### src/rtl/column_hamming_pkg.sv
// ============================================================================
// Module  : column_hamming_pkg
// Brief   : Widths, parity masks and types for the Hamming(10,6) column code.
// Revision: 1.0 - initial release
// ============================================================================
`default_nettype none

package column_hamming_pkg;

    localparam int COL_DATA_W = 6;
    localparam int COL_CODE_W = 10;

    // Each mask selects the data bits whose decoder position sets that syndrome bit
    localparam logic [COL_DATA_W-1:0] P0_MASK = 6'b011011;
    localparam logic [COL_DATA_W-1:0] P1_MASK = 6'b101101;
    localparam logic [COL_DATA_W-1:0] P2_MASK = 6'b001110;
    localparam logic [COL_DATA_W-1:0] P3_MASK = 6'b110000;

    typedef logic [COL_DATA_W-1:0] col_data_t;
    typedef logic [COL_CODE_W-1:0] col_code_t;

endpackage

`default_nettype wire

### src/rtl/column_hamming_enc.sv
// ============================================================================
// Module  : column_hamming_enc
// Brief   : Combinational 6->10 Hamming encoder, code = {p3,p2,p1,p0,d[5:0]}.
// Revision: 1.0 - initial release
// ============================================================================
`default_nettype none

module column_hamming_enc
    import column_hamming_pkg::*;
(
    input  logic [COL_DATA_W-1:0] i_data,
    output logic [COL_CODE_W-1:0] o_code
);

    assign o_code = {^(i_data & P3_MASK),
                     ^(i_data & P2_MASK),
                     ^(i_data & P1_MASK),
                     ^(i_data & P0_MASK),
                     i_data};

endmodule

`default_nettype wire

### src/rtl/column_hamming_enc_fifo.sv
// ============================================================================
// Module  : column_hamming_enc_fifo
// Brief   : Encodes column addresses and buffers code words in an FWFT FIFO.
//           Define COLUMN_HAMMING_ERR_INJ_EN to add single-bit error injection.
// Revision: 1.0 - initial release
// ============================================================================
`default_nettype none

module column_hamming_enc_fifo
    import column_hamming_pkg::*;
#(
    parameter int DEPTH = 4,
    parameter int CNT_W = $clog2(DEPTH) + 1
) (
    input  logic                  clk,
    input  logic                  reset_n,
    input  logic                  clear,
    input  logic                  in_valid,
    output logic                  in_ready,
    input  logic [COL_DATA_W-1:0] in_data,
    output logic                  out_valid,
    input  logic                  out_ready,
    output logic [COL_CODE_W-1:0] out_code,
    output logic [CNT_W-1:0]      count
`ifdef COLUMN_HAMMING_ERR_INJ_EN
   ,input  logic                  inj_en,
    input  logic [3:0]            inj_pos
`endif
);

    localparam int               PTR_W  = $clog2(DEPTH);
    localparam logic [CNT_W-1:0] C_FULL = CNT_W'(DEPTH);

    col_code_t        r_mem [DEPTH];
    logic [PTR_W-1:0] r_rd_ptr;
    logic [PTR_W-1:0] r_wr_ptr;
    logic [CNT_W-1:0] r_count;

    col_code_t w_enc_code;
    col_code_t w_err_mask;
    col_code_t w_wr_code;
    logic      w_push;
    logic      w_pop;

    column_hamming_enc u_enc (
        .i_data (in_data),
        .o_code (w_enc_code)
    );

`ifdef COLUMN_HAMMING_ERR_INJ_EN
    assign w_err_mask = (inj_en && (inj_pos < 4'd10)) ? (col_code_t'(1) << inj_pos) : '0;
`else
    assign w_err_mask = '0;
`endif

    assign w_wr_code = w_enc_code ^ w_err_mask;

    // Flags come from the registered count only, so no input reaches an output combinationally
    assign in_ready  = (r_count != C_FULL);
    assign out_valid = (r_count != '0);
    assign w_push    = in_valid & in_ready;
    assign w_pop     = out_valid & out_ready;
    assign out_code  = r_mem[r_rd_ptr];
    assign count     = r_count;

    always_ff @(posedge clk or negedge reset_n) begin
        if (!reset_n) begin
            r_rd_ptr <= '0;
            r_wr_ptr <= '0;
            r_count  <= '0;
            for (int i = 0; i < DEPTH; i++) begin
                r_mem[i] <= '0;
            end
        end else if (clear) begin
            r_rd_ptr <= '0;
            r_wr_ptr <= '0;
            r_count  <= '0;
        end else begin
            if (w_push) begin
                r_mem[r_wr_ptr] <= w_wr_code;
                r_wr_ptr        <= r_wr_ptr + PTR_W'(1);
            end
            if (w_pop) begin
                r_rd_ptr <= r_rd_ptr + PTR_W'(1);
            end
            case ({w_push, w_pop})
                2'b10:   r_count <= r_count + CNT_W'(1);
                2'b01:   r_count <= r_count - CNT_W'(1);
                default: r_count <= r_count;
            endcase
        end
    end

endmodule

`default_nettype wire

### config.mk
export PLATFORM = sky130hd
export DESIGN_NAME = column_hamming_enc_fifo
export DESIGN_NICKNAME = d
export VERILOG_FILES = /design/src/rtl/column_hamming_pkg.sv /design/src/rtl/column_hamming_enc.sv /design/src/rtl/column_hamming_enc_fifo.sv
export SDC_FILE = /design/constraint.sdc
export NUM_CORES = 1
export LEC_CHECK = 0
export ABC_AREA = 1
export CAP_MARGIN = 20
export CORE_ASPECT_RATIO = 1.25
export CORE_MARGIN = 1.5
export CORE_UTILIZATION = 28
export CTS_CLUSTER_DIAMETER = 60
export DETAILED_ROUTE_END_ITERATION = 12
export PLACE_DENSITY_LB_ADDON = 0.05
export SLEW_MARGIN = 40
export SYNTH_ARGS = -nofsm -noshare
export SYNTH_HDL_FRONTEND = slang
export SYNTH_HIERARCHICAL = 1
export SYNTH_SLANG_ARGS = --single-unit
### constraint.sdc
create_clock -name clk -period 1.6 [get_ports clk]
set_clock_uncertainty 0.05 [all_clocks]
set_input_delay 0.24 -clock clk [delete_from_list [all_inputs] [get_ports clk]]
set_output_delay 0.24 -clock clk [all_outputs]
set_load 0.02 [all_outputs]
==> impl_metrics.py <==
metrics = {
    "layout": {
        "drive_above_1_share_pct": 31.52,
        "final_cells": 446,
        "stdcell_area_sq_um": 3402,
        "final_common_cell": "nand2_1",
        "final_util_pct": 41.05,
        "antenna_cells": 0,
        "mostFrequentLayoutCells": "79 x nand2_1, 43 x dfrtp_1, 25 x o21ai_1, 25 x o21ai_0, 25 x buf_4",
        "nNetsFinal": 364,
        "syn2layout_area_growth_pct": 41.69,
    },
    "floorplanning": {
        "fp-row-count": 37,
        "io_pins": 26,
        "dieWidth_microns": 85.83,
        "initial_core_util_pct": 28.97,
        "core_area_sq_um": 8287,
        "die_h_microns": 106.5,
        "die_area_sq_um": 9143,
    },
    "global_routing": {
        "grt_usage_pct": 14.12,
        "grt_overflow": 0,
        "grt_max_degree": 37,
        "antenna_found_initial": 0,
        "grt_pass1_wl_microns": 9873,
        "grt_pass1_vias": 1935,
    },
    "detailed_routing": {
        "wl_per_cell_microns": 14.98,
        "final_antenna_net_count": 0,
        "finalWirelength_microns": 6679,
        "drc_errors": 0,
        "viasPerCell": 4.578,
        "drtPass1Iterations": 6,
        "vias": 2042,
        "first_iter_violations": 78,
    },
    "synth": {
        "synthCells": 295,
        "netlist_area_sq_um": 2401,
        "syn-num-nets": 311,
        "yosysTopAreaCellShare_pct": 48.98,
        "synth_cell_types": 21,
        "ys_seq_area_share_pct": 48.98,
        "synth.avg_cell_area_sq_um": 8.139,
        "ys_seq_elements": 47,
        "ys_warn_count": 6,
        "synth_area_leaders": "dfrtp_1 49%, nand2_1 13%, o21ai_0 12%",
        "synth_area_leader_cell": "dfrtp_1",
    },
    "clock_network": {
        "clk_pin_slew_ns": 0.09,
        "clock_path_buffers": 2,
        "root_buffer": "clkbuf_8",
        "cts_tree": "done",
        "cts_buffers": 5,
        "worstSkewPairLatency_ns": 0.30,
        "numClockSinks": 47,
        "cts_max_level": 2,
    },
    "critical_path": {
        "end_kind": "primary output",
        "crit_family": "buffers and inverters",
        "critPathMaxStageDelay_ns": 0.44,
        "cp_slowest_cell": "dfrtp_1",
        "path_cells": "inv_2 > buf_6 > o21ai_0 > o22ai_1 > buf_4",
        "path_max_fanout": 4,
        "required_ns": 1.31,
        "path_buf_inv": 3,
        "criticalPathCategory": "register to primary output",
        "worst_setup_path_start_kind": "register",
        "cp.arrival_ns": 1.40,
    },
    "timing": {
        "tns_ns": -0.5847,
        "setup_viol": 11,
        "hold_viol": 0,
        "final.period_utilization_pct": 105.9,
        "finalCriticalPeriod_ns": 1.695,
        "fmax_mhz": 590.0,
        "setup_slack_ns": -0.09496,
        "worstMarginPinSlew_ns": 0.3318,
        "rsz0062_at_grt": "true",
        "maxSlewHeadroom_pct": 77.88,
        "drv_slew": 0,
    },
    "placed_design": {
        "gp_congestion": 0.6961,
        "placed_cells": 428,
        "dp.final_hpwl_microns": 4247,
        "portBuffers": 25,
        "placed_area_sq_um": 2955,
    },
    "power_and_ir_drop": {
        "power.switching_mw": 2.253,
        "leakage_nw": 1.713,
        "peakVddDrop_mv": 0.6464,
        "pwr-share-comb_pct": 49.5,
        "power_mw": 5.728,
        "internal_power_mw": 3.475,
        "swShare_pct": 39.33,
        "powerDensity_nw_per_um2": 1684,
        "seq_power_share_pct": 35.0,
        "clkPwrFrac_pct": 15.5,
    },
    "outcome": {
        "violations": "negative setup slack",
        "outcome": "finished with violations",
    },
    "worst_hold_path": {
        "hold_path.class": "input port to asynchronous set/reset pin",
    },
    "flow_run": {
        "maxCapViolCount": 0,
    },
}
-- layout make-up --
class	count	area (sq um)
fillers	884	4885
flip-flops and latches	47	1181
multi-input cells	202	1159
repair buffers	66	728.2
well taps	97	121.4
inverters	26	100.1
clock buffers	5	68.82
clock inverters	3	43.79
-- power groups by stage --
stage / Sequential (mW) / Combinational (mW) / Clock, mW
after floorplan: 1.95 / 1.36 / 0
after global placement: 1.95 / 2.44 / 0
after detailed placement: 1.95 / 2.45 / 0
after CTS: 1.96 / 2.47 / 0.921
after global routing: 2.06 / 3.12 / 0.956
final: 2.01 / 2.84 / 0.885
-- worst reg2reg max path, cell delays in order (launching register included) --
cell,delay [ns]
dfrtp_2,0.39
nor2_4,0.05
buf_6,0.11
nand2_4,0.07
nand2_4,0.06
nand2_4,0.06
inv_2,0.03
fa_2,0.34
xnor2_2,0.15
inv_1,0.05
nand2_1,0.06
nand2_1,0.04
nand3_1,0.05
nand2_1,0.05
-- per-stage QoR --
step                setup slack [ns]  hold slack [ns]
floorplan                    -0.1273          -0.1056
global placement             -0.2506           0.1042
detailed placement           -0.2519           0.1091
CTS                          -0.1269           0.3051
global route                 -0.2012           0.3079
finish                      -0.09496           0.3022
-- cells by family (layout without fill, tap and decap cells) --
family	Yosys count	count (layout)	share of synthesized area, %
AND/OR/NAND/NOR	117	117	20.27
AO/OA/AOI/OAI	76	76	16.36
flip-flops	47	47	48.98
buffers and inverters	46	100	10.00
adder cells (fa/ha/maj)	5	5	2.918
XOR/XNOR	4	4	1.459
-- sequential cells by signal, indices dropped and copies added, names as in the netlist --
signal    cells
r_mem        40
count         3
r_rd_ptr      2
r_wr_ptr      2
-- cell usage after synthesis --
master / instances
a21oi_1: 3
buf_4: 10
buf_6: 4
clkbuf_1: 6
dfrtp_1: 47
fa_1: 1
ha_1: 4
inv_1: 26
nand2_1: 81
nand2_2: 5
nand2_4: 1
nand3_1: 4
nand3b_1: 1
nor2_1: 23
nor2_2: 1
nor2_8: 1
o21ai_0: 56
o21ai_1: 7
o22ai_1: 10
xnor2_1: 3
xor2_1: 1
-- per-layer routing --
metal | vias up | part of all wire, % | GRT usage [%]
li1 | 1053 | - | -
met1 | 953 | 46 | 18.94
met2 | 26 | 50 | 22.95
met3 | 10 | 2.2 | 2.562
met4 | 0 | 2.1 | 4.493
met5 | - | 0 | 0
-- worst paths after layout --
kind / slack, ns / end / cells past startpoint / startpoint
min in group clk: 0.44 / r_mem[27]$_DFFE_PN0P_ / 2 / r_mem[27]$_DFFE_PN0P_
min reg2reg: 0.44 / r_mem[27]$_DFFE_PN0P_ / 2 / r_mem[27]$_DFFE_PN0P_
min: 0.30 / r_mem[13]$_DFFE_PN0P_ / 2 / reset_n
max: -0.09 / out_code[7] / 5 / r_rd_ptr[1]$_DFFE_PN0P_
max reg2reg: -0.06 / count[2]$_DFFE_PN0P_ / 13 / count[0]$_DFFE_PN0P_
max in group asynchronous: 0.68 / r_rd_ptr[0]$_DFFE_PN0P_ / 3 / reset_n
-- repair_timing --
action / in CTS / in global routing
endpoints found under the hold margin: 11 / 0
gates cloned: 0 / 5
buffers inserted: 1 / 4
gates resized for setup: 91 / 64
setup endpoints to repair: 17 / 32
hold buffers: 1 / 0
pin swaps: 10 / 10
Note: power is estimated with default switching activity, not from simulation.
==> patch 1, RTL diff (same settings) <==
The parameter `DEPTH` goes from 4 to 8.
--- a/src/rtl/column_hamming_enc_fifo.sv
+++ b/src/rtl/column_hamming_enc_fifo.sv
@@ -9,7 +9,7 @@
 module column_hamming_enc_fifo
     import column_hamming_pkg::*;
 #(
-    parameter int DEPTH = 4,
+    parameter int DEPTH = 8,
     parameter int CNT_W = $clog2(DEPTH) + 1
 ) (
     input  logic                  clk,
Interface: changed (resized count); port bits go from 26 to 27. No check against the original RTL was run, so the function may have changed too.
==> patch 1 against the original RTL <==
The run still ends with negative setup slack left; synthesized area up 81%; total power up 96%; sequential share of layout area down 3.4 points; largest power group unchanged; cell count is 95% higher; combinational power increased by 89%; final area up 110%; core utilization up 6.8 points; fmax shrank 19%; routed wire length rose by 150%; register-to-register slack got worse by 0.17 ns; via count rose by 110%; worst setup slack got worse by 0.40 ns; sequential cell count grew 43.
==> patch 1: results (changes against the original RTL) <==
vias=4235 (+110%); GRT met2 Usage=37.3% (+14 points); H-tree lvl count=3 (+1); DR iter-0 viols=213 (+170%); GR Util met3=2.98% (+0.42 points); vias per inst=4.87 (+6.4%); CTS Buf Count=9 (+4); RR Endpoint=count[3]; global-route wire length before repair=25.4 mm (+160%); clock slew at reported path FFs=0.07 ns (-0.02 ns); total track usage=21.3% (+7.2 points); top cells by count, synth=nand2_1 (126), o21ai_0 (105), dfrtp_1 (90); clk_lat worst skew=0.36 ns (+0.06 ns); setup TNS=-15.35 ns (-14.76 ns); Setup Viol. Count Final=94 (+83); met1 capacity usage during global routing=26.2% (+7.3 points); CTS Root Cell=clkbuf_16; vias in the first global route=4278 (+120%); internal power=0.00694 W (+100%); cell count of the worst reg-to-reg path=12 (-1); top-area cell type share of the netlist area=51.7% (+2.8 points); register-to-register setup slack=-0.23 ns (-0.17 ns); HPWL after DPL=8.89 mm (+110%); Logic pwr share=47.7% (-1.8 points); seq pwr=0.00344 W (+71%); WL per Instance=18.9 µm (+26%); Final Hold Violating Endpoints=0 (unchanged); layout cells sized above 1=45.5% (+14 points); dpl cells=807 (+89%); syn_nets=559 (+80%); Max-slew headroom=74.8% (-3.1 points); Unique masters post-synth=29 (+38%); gpl congestion=0.757 (+8.7%); synthesized instance count=544 (+84%); iteration count of the initial detailed-routing pass=5 (-1); failing checks=negative setup slack; worst setup margin=-0.496 ns (-0.401 ns); slowest CP cell=dfrtp_2; max reg flops=80 (+100%); Min Hold Slack=0.215 ns (-0.0868 ns); Pleak=3.29 nW (+92%); sequential element share of the synthesized area=51.7% (+2.8 points); count of buffers inserted at the top-level ports=26 (+4.0%); VDD IR max=0.000730 V (+13%); Final #Nets=671 (+84%); CP max stage delay=0.47 ns (+0.03 ns); ANT cells=0 (unchanged); status=complete, but fails checks; Area contributors post-synth=dfrtp_1 (52%), o21ai_0 (12%), nand2_1 (11%); CP arrival=1.81 ns (+0.41 ns); Area after DPL=5410 µm² (+83%); CP Max Fanout=6 (+2)
-- patch 1: routing by layer --
metal | vias to the layer above | part of all wire, %
met5 | - | 0
met1 | 2090 | 41
met3 | 27 | 3.0
met2 | 87 | 53
met4 | 0 | 3.0
li1 | 2031 | -
-- patch 1: repair_timing --
item / in CTS / in global routing
buffers inserted: 22 / 12
cloned: 15 / 3
hold endpoints to repair: 90 / 0
resized for setup: 227 / 175
pin swaps: 15 / 45
hold buffers: 1 / 0
endpoints found under the setup margin: 99 / 100
-- patch 1: kinds of logic after synthesis --
group / share of synthesized area (%)
XOR/XNOR: 0.805
buffers and inverters: 7.10
AND/OR/NAND/NOR: 20.8
AO/OA/AOI/OAI: 18.5
adder cells (fa/ha/maj): 1.15
flip-flops: 51.7
-- patch 1: stage by stage --
step                      worst slack [ns]  total power [W]
final                               -0.496           0.0112
after global routing                -0.597           0.0119
after CTS                           -0.448           0.0102
after detailed placement            -0.531          0.00707
after global placement              -0.525          0.00705
after floorplan                     -0.152          0.00535
-- patch 1: layout make-up --
class	instances	area (µm²)
fillers	1459	7860
multi-input cells	383	2560
flip-flops and latches	90	2260
repair buffers	137	1660
well taps	208	260
clock buffers	9	225
inverters	35	146
clock inverters	7	105
-- patch 1: critical path, delay by kind of cell, from the launching register on --
family	cells	cell delay, ns
and+or+nand+nor	1	0.14
buffers and inverters	3	0.48
DFF	1	0.47
AOI/OAI and AO/OA	3	0.35
-- patch 1: worst max-delay path by stage --
stage           startpoint           to  cells past startpoint
6_report       r_rd_ptr[0]  out_code[1]                      7
3_3_place_gp   r_rd_ptr[0]  out_code[0]                      6
4_1_cts        r_rd_ptr[0]  out_code[4]                      5
5_1_grt        r_rd_ptr[0]  out_code[1]                      7
2_1_floorplan     count[0]     count[2]                     11
3_5_place_dp   r_rd_ptr[0]  out_code[4]                      6
==> patch 2, RTL diff (same settings) <==
Without the edit above. Reset style: synchronous (`reset_n`), changed in one clocked block.
--- a/src/rtl/column_hamming_enc_fifo.sv
+++ b/src/rtl/column_hamming_enc_fifo.sv
@@ -63,7 +63,7 @@
     assign out_code  = r_mem[r_rd_ptr];
     assign count     = r_count;
 
-    always_ff @(posedge clk or negedge reset_n) begin
+    always_ff @(posedge clk) begin
         if (!reset_n) begin
             r_rd_ptr <= '0;
             r_wr_ptr <= '0;
Behaviour: differs if reset_n is asserted again (counterexample within 4 cycles, from zero or initial values and one cycle with reset_n low); with reset_n held inactive, the same outputs for 4 cycles.
==> patch 2 against the original RTL <==
The run still ends with negative setup slack left; cell count is 4.0% higher; critical path depth rose by 2; final area rose by 7.5%; routed wire length down 4.1%; worst setup slack gained 0.035 ns; synthesized area is 2.3% higher; count of clock-buffer cells in the layout is the same; global-route usage rose by 0.25 points; sequential cell count grew 2; largest cell class unchanged.
Power is not compared: it rests on default switching activity, and its combinational part moved more than twofold at a synthesized area within 25%.
==> patch 2: results (changes against the original RTL) <==
Setup Viol. Count Final=15 (+4); number of synthesized flops with an enable pin=40 (+40); M1 WL=2.57 mm (-16%); CTS Buf Count=5 (unchanged); initial antenna violation count=0 (unchanged); HPWL after DPL=4.63 mm (+9.1%); VDD IR max=~0.00030 V; DRT Wirelength=6.41 mm (-4.1%); slowest CP cell=dfxtp_4; failing checks=negative setup slack; Crit path max-delay family=buffers and inverters; Post-synth ARST share=0% (-100 points); Final #Nets=356 (-2.2%); DR iter-0 viols=74 (-5.1%); worst setup margin=-0.0598 ns (+0.0351 ns); largest net degree at the start of global routing=17 (-54%); CP max stage delay=0.35 ns (-0.09 ns); Area after DPL=3250 µm² (+10%); CP Max Fanout=5 (+1); H-tree lvl count=2 (unchanged); Max-slew headroom=82.8% (+4.9 points); clock slew at reported path FFs=0.09 ns (about the same); max layer used=met4; top cells by count, synth=nand2_1 (47), nor2_1 (43), edfxtp_1 (40); status=complete, but fails checks; ANT cells=0 (unchanged); top_reg_cell synth=edfxtp_1; CTS Buffer Depth=2 (unchanged); Most flops, register=r_mem; dpl ws=-0.270 ns (-0.0186 ns); Routed met2 length=3.55 mm (+6.2%); layout cells sized above 1=41.3% (+9.8 points); global-route wire length before repair=9.86 mm (-0.13%); Pleak=about 1.6 nW; max reg flops=40 (unchanged); Min Hold Slack=0.431 ns (+0.129 ns); Unique masters post-synth=25 (+19%); iteration count of the initial detailed-routing pass=4 (-2); yosys warns=6 (unchanged); gpl congestion=0.712 (+2.3%); CTS Root Cell=clkbuf_8; syn_nets=283 (-9.0%); Worst Hold Class=register to register; vias=1981 (-3.0%); total track usage=14.4% (+0.25 points); setup TNS=-0.403 ns (+0.182 ns); CP arrival=1.64 ns (+0.24 ns); sequential element share of the synthesized area=56.2% (+7.3 points); Area contributors post-synth=edfxtp_1 (49%), dfxtp_1 (7.3%), nand2_1 (7.2%); count of buffers inserted at the top-level ports=25 (unchanged); met3 wire length=203 µm (+39%); clk_lat worst skew=~0.31 ns
==> patch 2: worst register-to-register path, stage by stage, from the launching register on <==
cell,delay [ns]
dfxtp_4,0.35
buf_6,0.11
nand2_4,0.07
buf_4,0.10
buf_6,0.09
nand4_1,0.16
o21ai_4,0.26
clkbuf_16,0.19
==> patch 2: repair_timing <==
| item | 4_1_cts | 5_1_grt |
|---|---|---|
| resized for setup | 70 | 77 |
| setup endpoints to repair | 16 | 35 |
| pin swaps | 4 | 16 |
| buffers inserted | 0 | 4 |
| cloned | 0 | 3 |
==> patch 2: cells by family (layout without fill, tap and decap cells) <==
kind of cell / Yosys count / after routing / synth area share, %
AND/OR/NAND/NOR: 122 / 122 / 22.8
buffers and inverters: 55 / 129 / 10.1
flip-flops: 49 / 49 / 56.2
AO/OA/AOI/OAI: 39 / 39 / 8.46
XOR/XNOR: 3 / 3 / 1.07
adder cells (fa/ha/maj): 2 / 2 / 1.32
==> patch 2: stage by stage <==
| stage | instances | total power (W) |
|---|---|---|
| after floorplan | 270 | 0.00173 |
| after global placement | 449 | 0.00199 |
| after detailed placement | 449 | 0.00199 |
| after CTS | 457 | 0.00288 |
| after global routing | 464 | 0.00304 |
| final | 464 | 0.00291 |
==> patch 2: worst paths after layout <==
path,startpoint,end,depth (start not counted)
setup / recovery,count[2],r_mem[0][9],7
hold reg to reg,r_wr_ptr[1],r_wr_ptr[1],2
setup reg to reg,count[2],r_mem[0][9],7
hold / removal,r_wr_ptr[1],r_wr_ptr[1],2
==> patch 2: cell type report <==
class | instances | area, µm²
Fill cell | 880 | 4950
Sequential cell | 49 | 1400
Multi-Input combinational cell | 166 | 1030
Timing Repair Buffer | 81 | 801
Inverter | 40 | 160
Tap cell | 120 | 150
Clock buffer | 5 | 68.8
Clock inverter | 3 | 46.3
==> patch 2: where the power goes <==
| part | switching, W | leakage, nW | internal (W) | total (W) |
|---|---|---|---|---|
| logic | 0.000287 | 1.05 | 0.000246 | 0.000533 |
| registers | 0.0000309 | 0.485 | 0.00144 | 0.00147 |
| clock network | 0.000442 | 0.0543 | 0.000468 | 0.000911 |
==> patch 2: routing by layer <==
metal  up-vias  track usage [%]
met5         -                0
met1       923             16.0
li1       1022                -
met2        29             27.4
met3         7             2.76
met4         0             3.80
